$ cat config.mk
export PLATFORM = sky130hd
export DESIGN_NAME = network_interface_flat
export DESIGN_NICKNAME = d
export VERILOG_FILES = /design/src/rtl/network_interface_if.sv /design/src/rtl/network_interface.sv /design/src/flat_wrapper.sv
export SDC_FILE = /design/constraint.sdc
export NUM_CORES = 1
export LEC_CHECK = 0
export CAP_MARGIN = 0
export CELL_PAD_IN_SITES_DETAIL_PLACEMENT = 0
export CELL_PAD_IN_SITES_GLOBAL_PLACEMENT = 1
export CORE_ASPECT_RATIO = 0.5
export CORE_UTILIZATION = 46
export DETAILED_ROUTE_END_ITERATION = 12
export PLACE_DENSITY = 0.82
export SYNTH_ARGS = -nofsm -noshare
export SYNTH_HDL_FRONTEND = slang
export SYNTH_SLANG_ARGS = --single-unit
$ cat constraint.sdc
create_clock -name clk -period 6.5 [get_ports clk]
set_input_delay 1.3 -clock clk [delete_from_list [all_inputs] [get_ports clk]]
set_output_delay 1.3 -clock clk [all_outputs]
set_load 0.005 [all_outputs]
$ cat src/rtl/network_interface_if.sv
// Bundles the PE-side and router-side ports of network_interface.
// Valid/ready: a flit moves on every rising edge where both valid and ready are high; valid must not wait on ready.
interface network_interface_if #(
    parameter int FLIT_W = 20,
    parameter int CNT_W  = 16
);
    logic [FLIT_W-1:0] pe_tx_flit;
    logic              pe_tx_valid;
    logic              pe_tx_ready;
    logic [FLIT_W-1:0] pe_rx_flit;
    logic              pe_rx_valid;
    logic              pe_rx_ready;
    logic [FLIT_W-1:0] net_o;
    logic              net_vo;
    logic              net_ci;
    logic [FLIT_W-1:0] net_i;
    logic              net_vi;
    logic              net_co;
    logic              overflow;
    logic [CNT_W-1:0]  tx_count;
    logic [CNT_W-1:0]  rx_count;

    modport slave (
        input  pe_tx_flit, pe_tx_valid, output pe_tx_ready,
        output pe_rx_flit, pe_rx_valid, input  pe_rx_ready,
        output net_o, net_vo, input net_ci,
        input  net_i, net_vi, output net_co,
        output overflow, tx_count, rx_count
    );

    modport master (
        output pe_tx_flit, pe_tx_valid, input  pe_tx_ready,
        input  pe_rx_flit, pe_rx_valid, output pe_rx_ready,
        input  net_o, net_vo, output net_ci,
        output net_i, net_vi, input  net_co,
        input  overflow, tx_count, rx_count
    );
endinterface

$ cat src/rtl/network_interface.sv
// NoC network interface: credit-based inject path toward the router, buffered eject path toward the PE.
module network_interface #(
    parameter int FLIT_W    = 20,
    parameter int INJ_DEPTH = 4,
    parameter int EJ_DEPTH  = 4,
    parameter int CREDITS   = 4,
    parameter int CNT_W     = 16
) (
    input  logic                             clk,
    input  logic                             rst,
    network_interface_if.slave               bus,
    output logic [$clog2(CREDITS+1)-1:0]     credit_count
);
    localparam int IAW = $clog2(INJ_DEPTH);
    localparam int EAW = $clog2(EJ_DEPTH);
    localparam int CW  = $clog2(CREDITS + 1);

    // ---------------- inject path ----------------
    logic [FLIT_W-1:0] inj_mem [INJ_DEPTH];
    logic [IAW:0]      inj_wr;
    logic [IAW:0]      inj_rd;
    logic              inj_empty;
    logic              inj_full;
    logic              push_tx;
    logic              send;
    logic [CW-1:0]     credit;
    logic [CW-1:0]     credit_next;
    logic [FLIT_W-1:0] net_o_q;
    logic              net_vo_q;
    logic [CNT_W-1:0]  tx_cnt;

    assign inj_empty       = (inj_wr == inj_rd);
    assign inj_full        = (inj_wr[IAW] != inj_rd[IAW]) && (inj_wr[IAW-1:0] == inj_rd[IAW-1:0]);
    assign push_tx         = bus.pe_tx_valid && !inj_full;
    assign send            = !inj_empty && (credit != '0);
    assign bus.pe_tx_ready = !inj_full;

    always_ff @(posedge clk) begin
        if (push_tx) inj_mem[inj_wr[IAW-1:0]] <= bus.pe_tx_flit;
    end

    // A credit coinciding with a send cancels out; credits beyond CREDITS are ignored.
    always_comb begin
        credit_next = credit;
        unique case ({send, bus.net_ci})
            2'b10:   credit_next = credit - 1'b1;
            2'b01:   if (credit != CW'(CREDITS)) credit_next = credit + 1'b1;
            default: credit_next = credit;
        endcase
    end

    always_ff @(posedge clk or negedge rst) begin
        if (!rst) begin
            inj_wr   <= '0;
            inj_rd   <= '0;
            credit   <= CW'(CREDITS);
            net_o_q  <= '0;
            net_vo_q <= 1'b0;
            tx_cnt   <= '0;
        end else begin
            credit   <= credit_next;
            net_vo_q <= send;
            if (push_tx) inj_wr <= inj_wr + 1'b1;
            if (send) begin
                inj_rd  <= inj_rd + 1'b1;
                net_o_q <= inj_mem[inj_rd[IAW-1:0]];
                tx_cnt  <= tx_cnt + 1'b1;
            end
        end
    end

    assign bus.net_o    = net_o_q;
    assign bus.net_vo   = net_vo_q;
    assign bus.tx_count = tx_cnt;
    assign credit_count = credit;

    // ---------------- eject path ----------------
    logic [FLIT_W-1:0] ej_mem [EJ_DEPTH];
    logic [EAW:0]      ej_wr;
    logic [EAW:0]      ej_rd;
    logic              ej_empty;
    logic              ej_full;
    logic              pop;
    logic              accept;
    logic              drop;
    logic              net_co_q;
    logic              overflow_q;
    logic [CNT_W-1:0]  rx_cnt;

    assign ej_empty = (ej_wr == ej_rd);
    assign ej_full  = (ej_wr[EAW] != ej_rd[EAW]) && (ej_wr[EAW-1:0] == ej_rd[EAW-1:0]);
    assign pop      = !ej_empty && bus.pe_rx_ready;
    // When full, a same-cycle pop frees the slot the write lands in.
    assign accept   = bus.net_vi && (!ej_full || pop);
    assign drop     = bus.net_vi && ej_full && !pop;

    always_ff @(posedge clk) begin
        if (accept) ej_mem[ej_wr[EAW-1:0]] <= bus.net_i;
    end

    always_ff @(posedge clk or negedge rst) begin
        if (!rst) begin
            ej_wr      <= '0;
            ej_rd      <= '0;
            net_co_q   <= 1'b0;
            overflow_q <= 1'b0;
            rx_cnt     <= '0;
        end else begin
            net_co_q <= pop;
            if (accept) begin
                ej_wr  <= ej_wr + 1'b1;
                rx_cnt <= rx_cnt + 1'b1;
            end
            if (pop)  ej_rd      <= ej_rd + 1'b1;
            if (drop) overflow_q <= 1'b1;
        end
    end

    assign bus.pe_rx_flit  = ej_mem[ej_rd[EAW-1:0]];
    assign bus.pe_rx_valid = !ej_empty;
    assign bus.net_co      = net_co_q;
    assign bus.overflow    = overflow_q;
    assign bus.rx_count    = rx_cnt;
endmodule

$ cat src/flat_wrapper.sv
// flat-port wrapper written by rule: the top's interface ports become plain ports
module network_interface_flat 
#(
    parameter int FLIT_W    = 20,
    parameter int INJ_DEPTH = 4,
    parameter int EJ_DEPTH  = 4,
    parameter int CREDITS   = 4,
    parameter int CNT_W     = 16
)
  (clk, rst, credit_count, bus_pe_tx_flit, bus_pe_tx_valid, bus_pe_tx_ready, bus_pe_rx_flit, bus_pe_rx_valid, bus_pe_rx_ready, bus_net_o, bus_net_vo, bus_net_ci, bus_net_i, bus_net_vi, bus_net_co, bus_overflow, bus_tx_count, bus_rx_count);
  network_interface_if #(.FLIT_W(FLIT_W), .CNT_W(CNT_W)) bus_i ();
  input  logic clk;
  input  logic rst;
  output logic [$clog2(CREDITS+1)-1:0] credit_count;
  input wire logic [$bits(bus_i.pe_tx_flit)-1:0] bus_pe_tx_flit;
  input wire logic [$bits(bus_i.pe_tx_valid)-1:0] bus_pe_tx_valid;
  output wire logic [$bits(bus_i.pe_tx_ready)-1:0] bus_pe_tx_ready;
  output wire logic [$bits(bus_i.pe_rx_flit)-1:0] bus_pe_rx_flit;
  output wire logic [$bits(bus_i.pe_rx_valid)-1:0] bus_pe_rx_valid;
  input wire logic [$bits(bus_i.pe_rx_ready)-1:0] bus_pe_rx_ready;
  output wire logic [$bits(bus_i.net_o)-1:0] bus_net_o;
  output wire logic [$bits(bus_i.net_vo)-1:0] bus_net_vo;
  input wire logic [$bits(bus_i.net_ci)-1:0] bus_net_ci;
  input wire logic [$bits(bus_i.net_i)-1:0] bus_net_i;
  input wire logic [$bits(bus_i.net_vi)-1:0] bus_net_vi;
  output wire logic [$bits(bus_i.net_co)-1:0] bus_net_co;
  output wire logic [$bits(bus_i.overflow)-1:0] bus_overflow;
  output wire logic [$bits(bus_i.tx_count)-1:0] bus_tx_count;
  output wire logic [$bits(bus_i.rx_count)-1:0] bus_rx_count;
  assign bus_i.pe_tx_flit = bus_pe_tx_flit;
  assign bus_i.pe_tx_valid = bus_pe_tx_valid;
  assign bus_pe_tx_ready = bus_i.pe_tx_ready;
  assign bus_pe_rx_flit = bus_i.pe_rx_flit;
  assign bus_pe_rx_valid = bus_i.pe_rx_valid;
  assign bus_i.pe_rx_ready = bus_pe_rx_ready;
  assign bus_net_o = bus_i.net_o;
  assign bus_net_vo = bus_i.net_vo;
  assign bus_i.net_ci = bus_net_ci;
  assign bus_i.net_i = bus_net_i;
  assign bus_i.net_vi = bus_net_vi;
  assign bus_net_co = bus_i.net_co;
  assign bus_overflow = bus_i.overflow;
  assign bus_tx_count = bus_i.tx_count;
  assign bus_rx_count = bus_i.rx_count;
  network_interface #(.FLIT_W(FLIT_W), .INJ_DEPTH(INJ_DEPTH), .EJ_DEPTH(EJ_DEPTH), .CREDITS(CREDITS), .CNT_W(CNT_W)) u_core (.clk(clk), .rst(rst), .bus(bus_i), .credit_count(credit_count));
endmodule
==> impl_results.md <==
- Run status: completed
- Share of final-layout standard cells stronger than drive strength 1: 16.2%
- Post-detailed-route via-to-cell ratio: 5.20
- Fraction of registers with async set/reset: 30.4%
- Clock latency at the later pin of the worst-skew pair: 490 ps
- Path class of the lowest-slack min-delay path: reg -> reg
- Global placement routability congestion: 0.735
- Slew of the pin with the lowest slew margin: 1120 ps
- Cell area after synthesis: 0.00901 mm2
- Number of violations reported at the end of detailed-routing iteration 0: 227
- Number of placed instances, taps included: 848
- Worst vdd ir: 253 uV
- Switching component of the power: 1.54 mW
- Core region area: 0.0188 mm2
- Critical path capture point type: output pin
- PnR Total Power: 5.23 mW
- Final HPWL from detailed placement: 10600 um
- Placement row count: 35
- Peak fanout along the critical path: 23
- Final nets: 670
- Cells after synthesis: 479
- Register area share after synthesis: 72.8%
- Setup bufs post-CTS: 0
- Worst Hold Margin: 474 ps
- TritonCTS clock tree: built
- Post-synth EDFFs: 160
- Crit path max-delay family: flip-flops
- Post-cts resize count: 0
- Number of pins with negative max-slew slack in the final report: 0
- Routed Antenna Nets: 0
- Startpoint types: flip-flop
- Worst Path Class, Setup: reg -> out
- Share of the synthesized area in the top cell type: 53.3%
- Hold violation count in the final report: 0
- Net switching share of the total power: 29.4%
- Critical-path top delay cell: sky130_fd_sc_hd__dfrtp_1
- # diodes: 0
- RSZ-0062 raised after global routing: false
- Clock power share: 22.8%
- IO buf count: 125
- Leakage power total: 3.98 nW
- MaxCap Viol Count: 0
- WL final: 16600 um
- Top cells by instance count after synthesis: 160 x sky130_fd_sc_hd__edfxtp_1, 69 x sky130_fd_sc_hd__dfrtp_1, 40 x sky130_fd_sc_hd__mux4_2, 30 x sky130_fd_sc_hd__xnor2_1, 24 x sky130_fd_sc_hd__mux2_2
- Register-to-register setup slack: 2940 ps
- Number of distinct library cells after synthesis: 37
- Root buffer selected by CTS: sky130_fd_sc_hd__clkbuf_16
- Top area cells in the synthesized netlist: sky130_fd_sc_hd__edfxtp_1 53%, sky130_fd_sc_hd__dfrtp_1 19%, sky130_fd_sc_hd__mux4_2 10%
- Peak clock frequency supported by timing: 253 MHz
- Global-route wire length before repair: 26300 um
- Area delta synth->final: 24.3%
- Post-Route Skew: 14.5 ps
- Count of placed standard cells in the final layout, fillers left out: 884
- Arrival time at the worst endpoint: 2660 ps
- Net count after synthesis: 538
- Clock sink count: 230
- Setup violators final: 0
- Ratio of total power to cell area: 467 mW/mm2
- Leading cell type by number of instances after synthesis: sky130_fd_sc_hd__edfxtp_1
- Share of power burned in registers: 43.6%
- Number of buffers on the longest clock path: 3
- Final cycle utilization of the critical path: 60.9%
- Standard cell area after detailed placement: 0.0105 mm2
- Per-instance average area after synthesis: 18.8 um2
- Final critical delay including setup and external delays: 3960 ps
- Vias in the first global route: 4835
- Clock H-tree levels: 1
- CTS clock-pin slew for the worst setup and hold paths: 70 ps
- Worst endpoint required time: 5200 ps
- Cts hold-fix bufs: 0
- Chain of cells forming the critical path: xnor2_1 -> nand3_1 -> clkdlybuf4s50_1
- Maximum number of pins on one net before global-route repair: 71
- Max-slew headroom: 25.6%
- Number of buffers created by CTS: 20
- Die area: 0.0202 mm2
- Delay of the slowest critical-path stage: 1020 ps
- Setup TNS: 0 ps
- Total via count in the routed design: 4597
- Number of buffer and inverter stages on the critical path: 1
- Overall track demand over capacity in global routing: 17.2%
- Combinational group share of total power: 33.7%
- Average wire length per cell after detail routing: 18.7 um
- Post-route DRC violation count: 0
- Dominant register cell in the synthesized netlist: sky130_fd_sc_hd__edfxtp_1
- Starting density of the core: 48.0%
- Number of antenna violations at the first check in global routing: 0
- Yosys Warn Count: 0
- Final std cell area, no fill: 0.0112 mm2
- Overall die height: 101 um
- Die extent in x: 200 um
- Overflow left after global routing: 0
- Router iterations before antenna repair: 4
- Total of flip-flops plus latches after synthesis: 230
- Internal power consumption: 3.69 mW
- Number of ports placed on the die boundary: 126
- Cell type contributing the most total cell area after synthesis: sky130_fd_sc_hd__edfxtp_1
[area by class of cell]
class,count,area (um2)
fill,1391,7590
sequential,230,6560
inverter,12,45.0
clock inverter,7,60.1
timing repair buffer,127,1260
clock buffer,29,597
tap,259,324
multi-input combinational,220,2350
[power by group through the flow]
| stage | logic, mW | clock network [mW] | registers (mW) |
|---|---|---|---|
| final | 1.76 | 1.19 | 2.28 |
| after global routing | 1.93 | 1.27 | 2.33 |
| after CTS | 1.80 | 1.22 | 2.29 |
| after detailed placement | 1.79 | 0 | 2.32 |
| after global placement | 1.77 | 0 | 2.30 |
| after floorplan | 1.10 | 0 | 2.20 |
[layer usage]
metal	global-route usage [%]	vias up	share of wire, %
met2	28.5	91	49
met1	23.6	2358	45
met3	2.84	26	3.7
li1	-	2122	-
met4	5.17	0	2.2
met5	0	-	0
[sequential cells by signal, summed over array words and instances, names as in the netlist, 16 cells and up]
signal and flops:
u_core.inj_mem 80, u_core.bus.net_o 20, u_core.bus.rx_count 16, u_core.bus.tx_count 16, u_core.ej_mem 80
[placed cells by master, fill, tap and decap left out, types with 3 or more instances in the layout]
master / instances
sky130_fd_sc_hd__nand2_1: 15
sky130_fd_sc_hd__edfxtp_1: 160
sky130_fd_sc_hd__xnor2_1: 30
sky130_fd_sc_hd__clkinv_1: 3
sky130_fd_sc_hd__inv_1: 12
sky130_fd_sc_hd__nand4_1: 14
sky130_fd_sc_hd__nand3_1: 13
sky130_fd_sc_hd__ha_1: 12
sky130_fd_sc_hd__clkdlybuf4s50_1: 124
sky130_fd_sc_hd__mux4_2: 40
sky130_fd_sc_hd__buf_4: 3
sky130_fd_sc_hd__nor2_1: 5
sky130_fd_sc_hd__clkbuf_1: 5
sky130_fd_sc_hd__and4_1: 4
sky130_fd_sc_hd__and2_1: 10
sky130_fd_sc_hd__xor2_1: 18
sky130_fd_sc_hd__nor3_1: 10
sky130_fd_sc_hd__mux2_2: 24
sky130_fd_sc_hd__clkbuf_16: 22
sky130_fd_sc_hd__dfrtp_1: 69
sky130_fd_sc_hd__nor4_1: 3
[worst paths after layout]
kind	start	end	cells past startpoint
min reg2reg	u_core.bus.overflow	u_core.bus.overflow	1
max reg2reg	u_core.inj_rd[1]	u_core.credit_count[1]	6
min in group asynchronous	rst	u_core.bus.rx_count[8]	1
max in group asynchronous	rst	u_core.bus.net_o[3]	1
max	u_core.inj_rd[1]	bus_pe_tx_ready	3
min	u_core.bus.overflow	u_core.bus.overflow	1
[cells by family (layout without fill, tap and decap cells)]
group                      count (synthesis)  in the layout  share of synthesized area (%)
muxes                                     65             65                           13.1
DFF                                      230            230                           72.8
adders and majority gates                 13             13                           1.89
buffers and inverters                     29            175                           1.33
and+or+nand+nor                           80             80                           4.90
xor gates and xnor gates                  48             48                           4.67
AOI/OAI and AO/OA                         14             14                           1.31
[per-stage QoR]
step	utilization, %	setup WS (ps)
2_1_floorplan	-	3630
3_3_place_gp	56.1	2570
3_5_place_dp	56.1	2520
4_1_cts	59.6	2460
5_1_grt	59.6	2350
6_report	59.6	2540
(Power assumes the default switching activity.)
